===== src/rtl/wb_port_arb.sv =====
// wb_port_arb: arbitrates pipeline writeback and a 2-entry long-latency-unit result FIFO onto one RF write port.
// Optional starvation guard (counter + stallreq) enabled by macro WB_ARB_STARVE_GUARD_EN.
`default_nettype none

module wb_port_arb #(
   parameter int STARVE_LIMIT = 4
) (
   input  logic        clk,
   input  logic        rst,
   input  logic        wb_we,
   input  logic [4:0]  wb_w_reg_addr,
   input  logic [31:0] wb_w_data,
   input  logic        lu_valid,
   output logic        lu_ready,
   input  logic [4:0]  lu_w_reg_addr,
   input  logic [31:0] lu_w_data,
   output logic        rf_we,
   output logic [4:0]  rf_waddr,
   output logic [31:0] rf_wdata,
   output logic        stallreq,
   output logic [1:0]  buf_count
);

   logic [4:0]  fifo_addr_q [2];
   logic [31:0] fifo_data_q [2];
   logic        rd_ptr_q;
   logic        wr_ptr_q;
   logic [1:0]  count_q;
   logic [1:0]  count_d;

   logic        rf_we_q;
   logic        rf_we_d;
   logic [4:0]  rf_waddr_q;
   logic [4:0]  rf_waddr_d;
   logic [31:0] rf_wdata_q;
   logic [31:0] rf_wdata_d;

   logic        push;
   logic        pipe_win;
   logic        fifo_grant;

   assign lu_ready   = (count_q != 2'd2);
   assign push       = lu_valid & lu_ready;
   assign pipe_win   = wb_we & (wb_w_reg_addr != 5'd0);
   assign fifo_grant = ~pipe_win & (count_q != 2'd0);

   // A granted LU entry addressed to r0 is popped but produces an idle write slot.
   always_comb begin
      rf_we_d    = 1'b0;
      rf_waddr_d = 5'd0;
      rf_wdata_d = 32'd0;
      if (pipe_win) begin
         rf_we_d    = 1'b1;
         rf_waddr_d = wb_w_reg_addr;
         rf_wdata_d = wb_w_data;
      end else if (fifo_grant && (fifo_addr_q[rd_ptr_q] != 5'd0)) begin
         rf_we_d    = 1'b1;
         rf_waddr_d = fifo_addr_q[rd_ptr_q];
         rf_wdata_d = fifo_data_q[rd_ptr_q];
      end
      count_d = count_q + {1'b0, push} - {1'b0, fifo_grant};
   end

   always_ff @(posedge clk or negedge rst) begin
      if (!rst) begin
         fifo_addr_q[0] <= 5'd0;
         fifo_addr_q[1] <= 5'd0;
         fifo_data_q[0] <= 32'd0;
         fifo_data_q[1] <= 32'd0;
         rd_ptr_q       <= 1'b0;
         wr_ptr_q       <= 1'b0;
         count_q        <= 2'd0;
         rf_we_q        <= 1'b0;
         rf_waddr_q     <= 5'd0;
         rf_wdata_q     <= 32'd0;
      end else begin
         if (push) begin
            fifo_addr_q[wr_ptr_q] <= lu_w_reg_addr;
            fifo_data_q[wr_ptr_q] <= lu_w_data;
            wr_ptr_q              <= ~wr_ptr_q;
         end
         if (fifo_grant) begin
            rd_ptr_q <= ~rd_ptr_q;
         end
         count_q    <= count_d;
         rf_we_q    <= rf_we_d;
         rf_waddr_q <= rf_waddr_d;
         rf_wdata_q <= rf_wdata_d;
      end
   end

   assign rf_we     = rf_we_q;
   assign rf_waddr  = rf_waddr_q;
   assign rf_wdata  = rf_wdata_q;
   assign buf_count = count_q;

`ifdef WB_ARB_STARVE_GUARD_EN
   localparam logic [3:0] LIMIT = 4'(STARVE_LIMIT);

   logic [3:0] starve_q;
   logic [3:0] starve_d;

   // Counts cycles a buffered LU result waits without a grant, saturating at the limit.
   always_comb begin
      starve_d = starve_q;
      if ((count_q == 2'd0) || fifo_grant) begin
         starve_d = 4'd0;
      end else if (starve_q != LIMIT) begin
         starve_d = starve_q + 4'd1;
      end
   end

   always_ff @(posedge clk or negedge rst) begin
      if (!rst) begin
         starve_q <= 4'd0;
      end else begin
         starve_q <= starve_d;
      end
   end

   assign stallreq = (starve_q == LIMIT);
`else
   logic unused_starve_limit;
   assign unused_starve_limit = ^4'(STARVE_LIMIT);
   assign stallreq            = 1'b0;
`endif

endmodule

`default_nettype wire


===== config.mk =====
export PLATFORM = sky130hd
export DESIGN_NAME = wb_port_arb
export DESIGN_NICKNAME = d
export VERILOG_FILES = /design/src/rtl/wb_port_arb.sv
export SDC_FILE = /design/constraint.sdc
export NUM_CORES = 1
export LEC_CHECK = 0
export BUFFER_PORTS_ARGS = -buffer_cell sky130_fd_sc_hd__buf_2
export CORE_MARGIN = 2
export CORE_UTILIZATION = 50
export DETAILED_ROUTE_END_ITERATION = 10
export GPL_TIMING_DRIVEN = 0
export PLACE_DENSITY = 0.79
export REMOVE_ABC_BUFFERS = 1
export SLEW_MARGIN = 20
export SYNTH_ARGS = -nofsm -noshare
export SYNTH_HDL_FRONTEND = slang
export SYNTH_SLANG_ARGS = --single-unit
export TNS_END_PERCENT = 5

===== constraint.sdc =====
create_clock -name clk -period 1.95 [get_ports clk]
set_input_delay 0.39 -clock clk [delete_from_list [all_inputs] [get_ports clk]]
set_output_delay 0.39 -clock clk [all_outputs]
set_load 0.05 [all_outputs]

After elaboration in Yosys (flattened, before gate mapping) --
Cells that the tools add are included.
Word-level totals: input bits 78, register bits 116, memory bits (read-only) 0, latch bits 0, word-level logic and storage cells 47, RAM bits 0, output and inout bits 42, memories kept 0
Operators by class: order comparisons 3, $add $sub $neg 2, shifts and indexed selects 0, bitwise logic cells 8, mux-type cells 18, multiply operators 0, div/mod/pow operators 0, equal/unequal tests 1, reduce and logical (&&, ||, !) cells 5
Operators by type and width (number):
- $mux W32 | 6
- $bwmux W64 | 1
- $demux W32 S1 | 1
- $mux W5 | 6
- $bwmux W10 | 1
- $reduce_bool A5 Y1 | 2
- $demux W5 S1 | 1
- $ge A2 B2 Y1 const B | 2
- $not A1 Y2 | 2
- $and A1 B1 Y1 | 3
- $not A1 Y1 | 3
- $add A2 B1 Y2 | 1
- $logic_and A1 B1 Y1 | 2
- $lt A2 B1 Y1 const B | 1
- $mux W1 | 2
- $ne A2 B2 Y1 const B | 1
- $reduce_bool A2 Y1 | 1
- $sub A2 B1 Y2 | 1

Logic depth before layout (Yosys ltp) --
Gate-level depths: netlist of run 1.
depth in word-level cells 8, gate-level depth with buffers 8, gate-level depth less buffers 7

Worst setup path before layout of run 1 --
OpenSTA, ideal clock, no wires.
kind register -> register, start reg count_q[0] (netlist: buf_count[0]), end reg count_q[1] (netlist: buf_count[1]), data required time 1.807 ns, setup time 0.143 ns, path slack -0.321 ns, cell stages (with the launch flop) 8, path buffers 0, clock period less this slack 2.271 ns, arrival 2.127 ns, path through dfrtp_1 -> nand2b_1 -> nand2_1 -> ha_1 -> inv_1 -> ha_1 -> xnor2_1 -> xnor2_1
Between the ends: cells in the longest elaborated chain, start to end 4, elaborated cells between the ends (all ways) 6, those cells by class 2 x add/sub; 1 x eq/ne; 2 x bitwise; 1 x reduce/logical
Ends and longest elaborated chain:
- start: declaration | line 28 | logic [1:0] count_q;
- start signal: assignment | line 85 | count_q <= count_d;
- $ne A2 B2 Y1 | line 42 | assign lu_ready = (count_q != 2'd2);
- net lu_ready | line 14 | output logic lu_ready,
- $and A1 B1 Y1 | line 43 | assign push = lu_valid & lu_ready;
- $add A2 B1 Y2 | line 61 | count_d = count_q + {1'b0, push} - {1'b0, fifo_grant};
- $sub A2 B1 Y2 | line 61
- net count_d[1] | line 29 | logic [1:0] count_d;
The timed path passes the listed nets, and every way through them passes these cells. A chain may end at the register's enable or synchronous reset.

Final worst setup path of run 1 --
start reg count_q[1] (netlist: buf_count[1]), end reg count_q[1] (netlist: buf_count[1])
Between the ends: cells in the longest elaborated chain, start to end 4, elaborated cells between the ends (all ways) 6, those cells by class 2 x add/sub; 1 x eq/ne; 2 x bitwise; 1 x reduce/logical
Ends and longest elaborated chain (line):
- $ne A2 B2 Y1 | 42
- $and A1 B1 Y1 | 43
- $add A2 B1 Y2 | 61
- $sub A2 B1 Y2 * | 61
- net count_d[1] | 29
The timed path passes the listed nets; every way through them passes the cells marked *.

==> results by group, run 1 <==
Run status
  • Status: complete, no violations

Finish
  • Synth-to-layout area growth: 27.9%
  • Non-Filler Instances: 582
  • Final Net Count: 516
  • Layout cells sized above 1: 63.0%
  • Antenna cells: 0

Yosys
  • Asr flop ratio synth: 100%
  • Synth cell types: 30
  • Sequential share of the synthesized area: 59.3%
  • Post-synth EDFFs: 0
  • Ys Warns: 0
  • Syn Area/Cell: 15.8 um2
  • Cells after synthesis: 309
  • Synthesis-stage register bit count: 116
  • Predominant post-synthesis flop cell: dfrtp_1
  • Mapped Area: 4900 um2

Global routing
  • First-pass GRT wire length: 16200 um
  • Most used routing layer: met2
  • GR Util met1: 25.9%
  • Pin count of the biggest net entering global routing: 63
  • Initial antenna violation count: 0
  • Number of global-route vias before repair: 3241
  • Gr usage total: 20.5%
  • GRT met3 Usage: 6.37%
  • Total gr overflow: 0
  • Met2 Usage GRT: 33.3%

Floorplan
  • Starting density of the core: 50.8%
  • Core Area: 9640 um2
  • Core Rows: 36
  • Die H: 103 um
  • Die Area: 10600 um2
  • Die Width: 103 um
  • IO Count: 120

Placement
  • Placed Instances: 545
  • Port Buffer Count: 118
  • Dpl hpwl: 6620 um
  • Final GP Congestion: 0.754

Detailed routing
  • Vias/cell: 5.38
  • Avg WL per Cell: 17.9 um
  • Total wire length: 10400 um
  • Routed vias: 3133
  • Initial drt markers: 74
  • Remaining routing DRC violations: 0
  • DRT Pass-1 Iters: 4
  • ANT nets after route: 0

Clocking
  • CTS tree: done
  • CTS Buffer Depth: 2
  • Root buffer cell: clkbuf_8
  • Cts bufs inserted: 17
  • CTS H-tree depth: 4
  • Clock latency on the worst-skew pair: 510 ps
  • Clock slew at reported path FFs: 60 ps
  • Clk sinks: 116

Pwr
  • PwrDens: 1880 nW/um2
  • Pleak: 2.85 nW
  • Peak supply drop: 0.844 mV

Worst setup path
  • Critical Path Sink Type: flop
  • CP startpoint: buf_count[1]
  • Register-to-Register Path Depth: 7
  • Worst R2R End: buf_count[1]
  • R2R Path Start: buf_count[1]
  • Critical Path Sink: buf_count[1]
  • WS Path Type: flop to flop
  • Max FO, Critical Path: 6
  • Data required time at the worst endpoint: 2380 ps
  • CP Launch Type: flop
  • Worst EP arrival: 2330 ps
  • FF-to-FF setup slack: 60 ps

Timing
  • Max Slew Vio Count: 0
  • Least-Margin Pin Slew: 824 ps
  • Setup TNS: 0 ps
  • Hold slack: 88.6 ps
  • Period utilization: 97.2%
  • Final Hold Fails: 0
  • Clock skew: 6.46 ps
  • Final setup vio count: 0
  • Slew margin rel.: 45.1%
  • Tmin final: 1890 ps
  • Fmax: 528 MHz

Run
  • Max-Cap Viols: 0

Hold path
  • Type of the tightest min-delay check: input port to flop
state kept, by name (all words and copies together) (netlist names):
name,cells
rf_waddr,5
rf_wdata,32
buf_count,2
fifo_addr_q,10
rf_we,1
fifo_data_q,64
wr_ptr_q,1
rd_ptr_q,1
kinds of logic after synthesis:
logic type | share of synthesized area (%)
flops | 59.3
mux | 25.5
compound gates | 8.69
buf+inv | 3.60
simple gates | 1.46
xor+xnor | 0.869
fa+ha+maj | 0.511
other cells | 0.0766
critical path, stage by stage, from the launching register on:
cell and delay [ps]:
dfrtp_1 430, nor2_1 100, o41ai_4 470, ha_1 310, inv_1 60, ha_1 150, xnor2_1 150, xnor2_1 150
synthesized netlist by cell type (2+ instances only):
cell	number	area share, %
a22o_1	4	0.72
buf_2	7	0.72
a32o_1	32	6.5
ha_1	2	0.51
buf_6	9	2.1
xnor2_1	3	0.54
mux2_2	111	26
dfrtp_1	116	59
clkbuf_1	4	0.31
power breakdown:
group          total (W)  switching (W)  internal, W
Sequential       0.00415       0.000591      0.00356
Clock            0.00284        0.00103      0.00180
Combinational    0.00482        0.00260      0.00221
Total             0.0118        0.00423      0.00758
metrics by stage:
| stage | area (um2) | total power [W] | setup WS (ps) | utilization [%] |
|---|---|---|---|---|
| floorplan | 4720 | 0.00759 | -991 | - |
| global placement | 5480 | 0.00855 | -2720 | 56.9 |
| detailed placement | 5640 | 0.00889 | -459 | 58.5 |
| CTS | 6230 | 0.0118 | -84.5 | 64.6 |
| global route | 6260 | 0.0124 | -34.6 | 65.0 |
| finish | 6260 | 0.0118 | 55.2 | 65.0 |
per-layer routing:
layer / routed length [um] / vias up
li1: - / 1418
met1: 4540 / 1601
met2: 5180 / 97
met3: 533 / 17
met4: 175 / 0
met5: 0 / -
layout make-up:
type                            count  area [um2]
Fill cell                         721        3370
Sequential cell                   116        2910
Multi-Input combinational cell    170        1860
Timing Repair Buffer              130         779
Clock buffer                       22         473
Tap cell                          133         166
Clock inverter                     10        80.1
Inverter                            1        3.75
what timing repair did:
action | in CTS | in global routing
endpoints found under the setup margin | 71 | 45
gates resized for setup | 4 | 2
hold buffers | 1 | 0
buffers inserted | 0 | 4
gates cloned | 0 | 0
endpoints found under the hold margin | 54 | 0
pin swaps | 1 | 1
cell usage in the layout (no fill, tap or decap), drive strengths merged, types with 2 or more instances in the layout:
cell and instances:
ha 2, a32o 32, clkbuf 23, dfrtp 116
clkinvlp 2, clkinv 7, buf 128, mux2 111
a22o 5, xnor2 3
worst min path at each step:
stage,start,to,slack (ps),depth (start not counted)
after CTS,wb_w_data[3],rf_wdata[3],70,2
final,wb_w_data[3],rf_wdata[3],90,2
after global routing,wb_w_data[7],rf_wdata[7],80,2
after detailed placement,rst,fifo_data_q[42],380,1
after global placement,fifo_data_q[1],fifo_data_q[1],480,1
after floorplan,rst,buf_count[0],90,0
Power figures use the tool's default switching activity.
==> run 2: changes to the inputs <==
--- a/config.mk
+++ b/config.mk
@@ -8,9 +8,10 @@
 export BUFFER_PORTS_ARGS = -buffer_cell sky130_fd_sc_hd__buf_2
 export CORE_MARGIN = 2
 export CORE_UTILIZATION = 50
+export CTS_CLUSTER_SIZE = 24
 export DETAILED_ROUTE_END_ITERATION = 10
 export GPL_TIMING_DRIVEN = 0
-export PLACE_DENSITY = 0.79
+export PLACE_DENSITY = 0.83
 export REMOVE_ABC_BUFFERS = 1
 export SLEW_MARGIN = 20
 export SYNTH_ARGS = -nofsm -noshare
==> run 2 against run 1 <==
First-iteration DRC count increased by 11%. Critical path depth decreased by 2. Clock skew increased by 0.54 ps. Maximum frequency increased by 0.12%. Via count decreased by 0.77%. Combinational power about the same.
==> results by group, run 2 (same netlist as run 1, synthesis figures left out) <==
Run status
  • Status: complete, no violations

Global routing
  • Number of global-route vias before repair: 3256
  • Pin count of the biggest net entering global routing: 64
  • Total gr overflow: 0
  • First-pass GRT wire length: 16300 um
  • Gr usage total: 20.8%
  • Initial antenna violation count: 0

Pwr
  • Logic gate share of total power: 41.1%
  • Switching Fraction: 35.7%
  • P_int: 0.00754 W
  • PwrDens: 1880 nW/um2
  • Peak supply drop: 0.819 mV
  • Clk network pwr share: 23.6%
  • Tot Pwr: 0.0117 W
  • Sequential share of power: 35.3%
  • Pleak: 2.83 nW
  • Switching power of the nets: 0.00418 W

Hold path
  • Type of the tightest min-delay check: input port to flop
  • Hold path start: wb_w_data[5]
  • Hold Crit Endpoint: rf_wdata[5]
  • Hold Crit Depth: 2

Worst setup path
  • R2R Path Start: rd_ptr_q
  • FF-to-FF setup slack: 60 ps
  • Data required time at the worst endpoint: 2340 ps
  • Max FO, Critical Path: 24
  • WS Path Type: flop to flop
  • Critical Path Sink Type: flop
  • Register-to-Register Path Depth: 5
  • Worst EP arrival: 2280 ps
  • Worst R2R End: rf_wdata[10]
  • CP Launch Type: flop

Finish
  • Synth-to-layout area growth: 27.1%
  • Commonest non-fill, non-tap cells in the layout: buf_2, dfrtp_1, mux2_2, a32o_1, clkbuf_16
  • Antenna cells: 0
  • Final design utilization: 64.6%
  • Layout cells sized above 1: 62.6%
  • Fill cells: 756
  • Reg with most FFs: fifo_data_q
  • Final Net Count: 513
  • Largest register FFs: 64
  • Commonest non-fill, non-tap cell in the layout: buf_2

Detailed routing
  • Avg WL per Cell: 17.8 um
  • Remaining routing DRC violations: 0
  • Total wire length: 10300 um
  • Routed vias: 3109
  • ANT nets after route: 0
  • Initial drt markers: 82
  • Vias/cell: 5.39
  • DRT Pass-1 Iters: 4

Floorplan
  • Starting density of the core: 50.8%
  • IO Count: 120
  • Core Rows: 36
  • Die Area: 10600 um2
  • Die H: 103 um
  • Die Width: 103 um
  • Core Area: 9640 um2

Clocking
  • CTS H-tree depth: 4
  • Clk sinks: 116
  • CTS tree: done
  • Cts bufs inserted: 17
  • Clock latency on the worst-skew pair: 510 ps
  • Clock slew at reported path FFs: 50 ps
  • Root buffer cell: clkbuf_8
  • CTS Buffer Depth: 2

Timing
  • Max Slew Vio Count: 0
  • Slew margin rel.: 46.7%
  • Post-route setup slack: 57.4 ps
  • Unrepaired setup endpoints after global routing: true
  • Period utilization: 97.1%
  • Hold slack: 100 ps
  • Final Hold Fails: 0
  • Tmin final: 1890 ps
  • Least-Margin Pin Slew: 800 ps
  • Fmax: 528 MHz
  • Final setup vio count: 0
  • Clock skew: 7.00 ps

Run
  • Max-Cap Viols: 0

Placement
  • Port Buffer Count: 118
  • Final GP Congestion: 0.729
  • Pre-CTS setup slack: -389 ps
  • Dpl hpwl: 6780 um
run 2: cell count changes in the layout (fill, tap and decap cells not counted), sizes merged:
cell	previous run	this run
clkbuf	23	25
clkinvlp	2	0
buf	128	126
clkinv	7	4
run 2: power by group through the flow:
stage / Combinational (W) / Sequential, W / Clock, W
global route: 0.00514 / 0.00426 / 0.00296
detailed placement: 0.00468 / 0.00419 / 0
floorplan: 0.00235 / 0.00525 / 0
CTS: 0.00484 / 0.00412 / 0.00284
global placement: 0.00433 / 0.00419 / 0
finish: 0.00482 / 0.00413 / 0.00277
run 2: how the worst max path moves through the flow:
stage | slack, ps | endpoint | cells after the start | startpoint
global route | -7 | buf_count[1] | 7 | buf_count[1]
floorplan | -990 | buf_count[1] | 7 | buf_count[1]
CTS | 5 | fifo_addr_q[5] | 4 | buf_count[0]
finish | 60 | rf_wdata[10] | 5 | rd_ptr_q
global placement | -2540 | rf_wdata[12] | 3 | rd_ptr_q
detailed placement | -390 | rf_wdata[8] | 5 | rd_ptr_q
run 2: timing repair:
| action | 4_1_cts | 5_1_grt |
|---|---|---|
| resized for setup | 5 | 4 |
| hold buffers | 1 | 0 |
| endpoints found under the setup margin | 71 | 36 |
| hold endpoints to repair | 62 | 0 |
| pin swaps | 2 | 2 |
| setup buffers | 1 | 0 |
run 2: through the flow:
stage               instances  setup TNS, ps  area, um2
finish                    577              0       6230
global placement          538        -216030       5480
CTS                       577              0       6210
floorplan                 287         -85480       4720
global route              577          -9.93       6230
detailed placement        545         -16900       5630
run 2: worst max-delay path, cell delays in order (launching register included):
cell     delay [ps]
dfrtp_4         500
buf_16          180
nor4_4          350
o22ai_4         240
buf_8           230
a32o_1          260
run 2: cell type report:
type / instances / area, um2 / area share, %
Clock buffer: 25 / 484 / 7.78
Clock inverter: 5 / 50.0 / 0.804
Inverter: 1 / 3.75 / 0.0603
Multi-Input combinational cell: 170 / 1880 / 30.1
Sequential cell: 116 / 2910 / 46.7
Tap cell: 133 / 166 / 2.67
Timing Repair Buffer: 127 / 738 / 11.9
run 2: routing by layer:
| layer | routed length [um] | vias to the layer above | global-route usage [%] |
|---|---|---|---|
| li1 | - | 1408 | - |
| met3 | 556 | 19 | 6.03 |
| met2 | 5200 | 101 | 34.2 |
| met4 | 211 | 0 | 9.01 |
| met1 | 4290 | 1581 | 25.6 |
| met5 | 0 | - | 0 |
==> run 3: changes to the inputs <==
--- a/config.mk
+++ b/config.mk
@@ -11,6 +11,7 @@
 export CTS_CLUSTER_SIZE = 24
 export DETAILED_ROUTE_END_ITERATION = 10
 export GPL_TIMING_DRIVEN = 0
+export MAX_ROUTING_LAYER = met4
 export PLACE_DENSITY = 0.83
 export REMOVE_ABC_BUFFERS = 1
 export SLEW_MARGIN = 20
==> run 3 against run 2 <==
Design area is the same. Sequential power barely moved. First-iteration DRC count is 24% higher. Global-route usage is 0.73 points higher. Sequential share of layout area did not move. Combinational power about the same. Non-clock buffer count stayed put. Critical path type unchanged. Highest routed layer unchanged.
==> results by group, run 3 (same netlist as run 1, synthesis figures left out) <==
Run status
  • Status: complete, no violations

Floorplan
  • Die Width: 103 um
  • Starting density of the core: 50.8%
  • Core Area: 9640 um2
  • Core Rows: 36
  • IO Count: 120
  • Die H: 103 um
  • Die Area: 10600 um2

Worst setup path
  • WS Path Type: flop to flop
  • Data required time at the worst endpoint: 2340 ps
  • Critical Path Sink Type: flop
  • Worst R2R End: rf_wdata[10]
  • Register-to-Register Path Depth: 5
  • CP Launch Type: flop
  • FF-to-FF setup slack: 50 ps
  • R2R Path Start: rd_ptr_q
  • Worst EP arrival: 2290 ps
  • Max FO, Critical Path: 24

Clocking
  • Root buffer cell: clkbuf_8
  • Clock slew at reported path FFs: 50 ps
  • CTS H-tree depth: 4
  • Clk sinks: 116
  • CTS Buffer Depth: 2
  • CTS tree: done
  • Clock latency on the worst-skew pair: 510 ps
  • Cts bufs inserted: 17

Global routing
  • Initial antenna violation count: 0
  • Pin count of the biggest net entering global routing: 64
  • Total gr overflow: 0
  • First-pass GRT wire length: 16300 um
  • Gr usage total: 21.5%
  • Number of global-route vias before repair: 3244

Finish
  • Synth-to-layout area growth: 27.1%
  • Commonest non-fill, non-tap cell in the layout: buf_2
  • Layout cells sized above 1: 62.6%
  • Area taken by multi-input logic gates: 1880 um2
  • Largest register FFs: 64
  • Final Net Count: 513
  • Commonest non-fill, non-tap cells in the layout: buf_2, dfrtp_1, mux2_2, a32o_1, clkbuf_16
  • Sequential cell area: 2910 um2
  • Antenna cells: 0
  • Fill cells: 756
  • Non-Filler Instances: 577
  • Reg with most FFs: fifo_data_q
  • Final instance area: 6230 um2

Run
  • Max-Cap Viols: 0

Timing
  • Unrepaired setup endpoints after global routing: true
  • Clock skew: 6.96 ps
  • Slew margin rel.: 46.3%
  • Max Slew Vio Count: 0
  • Final setup vio count: 0
  • Fmax: 527 MHz
  • Final Hold Fails: 0
  • Period utilization: 97.3%
  • Least-Margin Pin Slew: 806 ps
  • Setup TNS: 0 ps
  • Tmin final: 1900 ps

Placement
  • Dpl hpwl: 6780 um
  • Placed Instances: 545
  • Final GP Congestion: 0.738
  • Port Buffer Count: 118
  • Area post-placement: 5630 um2

Hold path
  • Hold Crit Endpoint: rf_wdata[5]
  • Hold Crit Depth: 2
  • Hold path start: wb_w_data[5]
  • Type of the tightest min-delay check: input port to flop

Detailed routing
  • Vias/cell: 5.37
  • Total wire length: 10200 um
  • Remaining routing DRC violations: 0
  • ANT nets after route: 0
  • Initial drt markers: 102
  • DRT Pass-1 Iters: 4
  • Routed vias: 3101
  • Avg WL per Cell: 17.8 um

Pwr
  • Pleak: 2.83 nW
  • PwrDens: 1880 nW/um2
  • Peak supply drop: 0.820 mV
-- run 3: cell counts in the layout (fill, tap and decap cells not counted) --
No cell type changed its count.
-- run 3: per-stage QoR --
| stage | power [W] | setup WS [ps] | hold WS [ps] | utilization [%] |
|---|---|---|---|---|
| after global placement | 0.00852 | -2540 | 481 | 56.9 |
| final | 0.0117 | 53.5 | 97.0 | 64.6 |
| after detailed placement | 0.00887 | -389 | 409 | 58.4 |
| after CTS | 0.0118 | 4.71 | 69.6 | 64.4 |
| after floorplan | 0.00759 | -991 | 94.4 | - |
| after global routing | 0.0124 | -7.35 | 72.1 | 64.6 |
-- run 3: report_power, final --
part,switching (W),internal [W]
clock,0.000976,0.00180
combinational,0.00263,0.00218
sequential,0.000571,0.00356
total,0.00418,0.00754
-- run 3: what timing repair did --
item	CTS	global route
hold buffers	1	0
pin swaps	2	2
setup buffers	1	0
hold endpoints to repair	62	0
setup endpoints to repair	71	36
gates resized for setup	5	4
-- run 3: final cells by class --
cell class	instances	share of cell area [%]
sequential	116	46.7
multi-input combinational	170	30.1
timing repair buffer	127	11.9
clock buffer	25	7.78
tap	133	2.67
clock inverter	5	0.804
inverter	1	0.0603
-- run 3: worst max-delay path by stage --
stage / startpoint / end / slack, ps / cells after the start
after floorplan: buf_count[1] / buf_count[1] / -990 / 7
after global placement: rd_ptr_q / rf_wdata[12] / -2540 / 3
after detailed placement: rd_ptr_q / rf_wdata[8] / -390 / 5
after CTS: buf_count[0] / fifo_addr_q[5] / 5 / 4
after global routing: buf_count[1] / buf_count[1] / -7 / 7
final: rd_ptr_q / rf_wdata[10] / 50 / 5
-- run 3: worst max-delay path: stages (launching register included) --
cell,delay [ps]
dfrtp_4,500
buf_16,180
nor4_4,350
o22ai_4,240
buf_8,230
a32o_1,270
-- run 3: layer usage --
metal | global-route usage (%) | share of wire (%) | wire [um] | vias up
met5 | - | 0 | 0 | -
met4 | 9.62 | 1.8 | 189 | 0
met3 | 5.90 | 5.4 | 555 | 16
met2 | 34.2 | 51 | 5260 | 105
met1 | 25.7 | 41 | 4240 | 1568
li1 | - | - | - | 1412
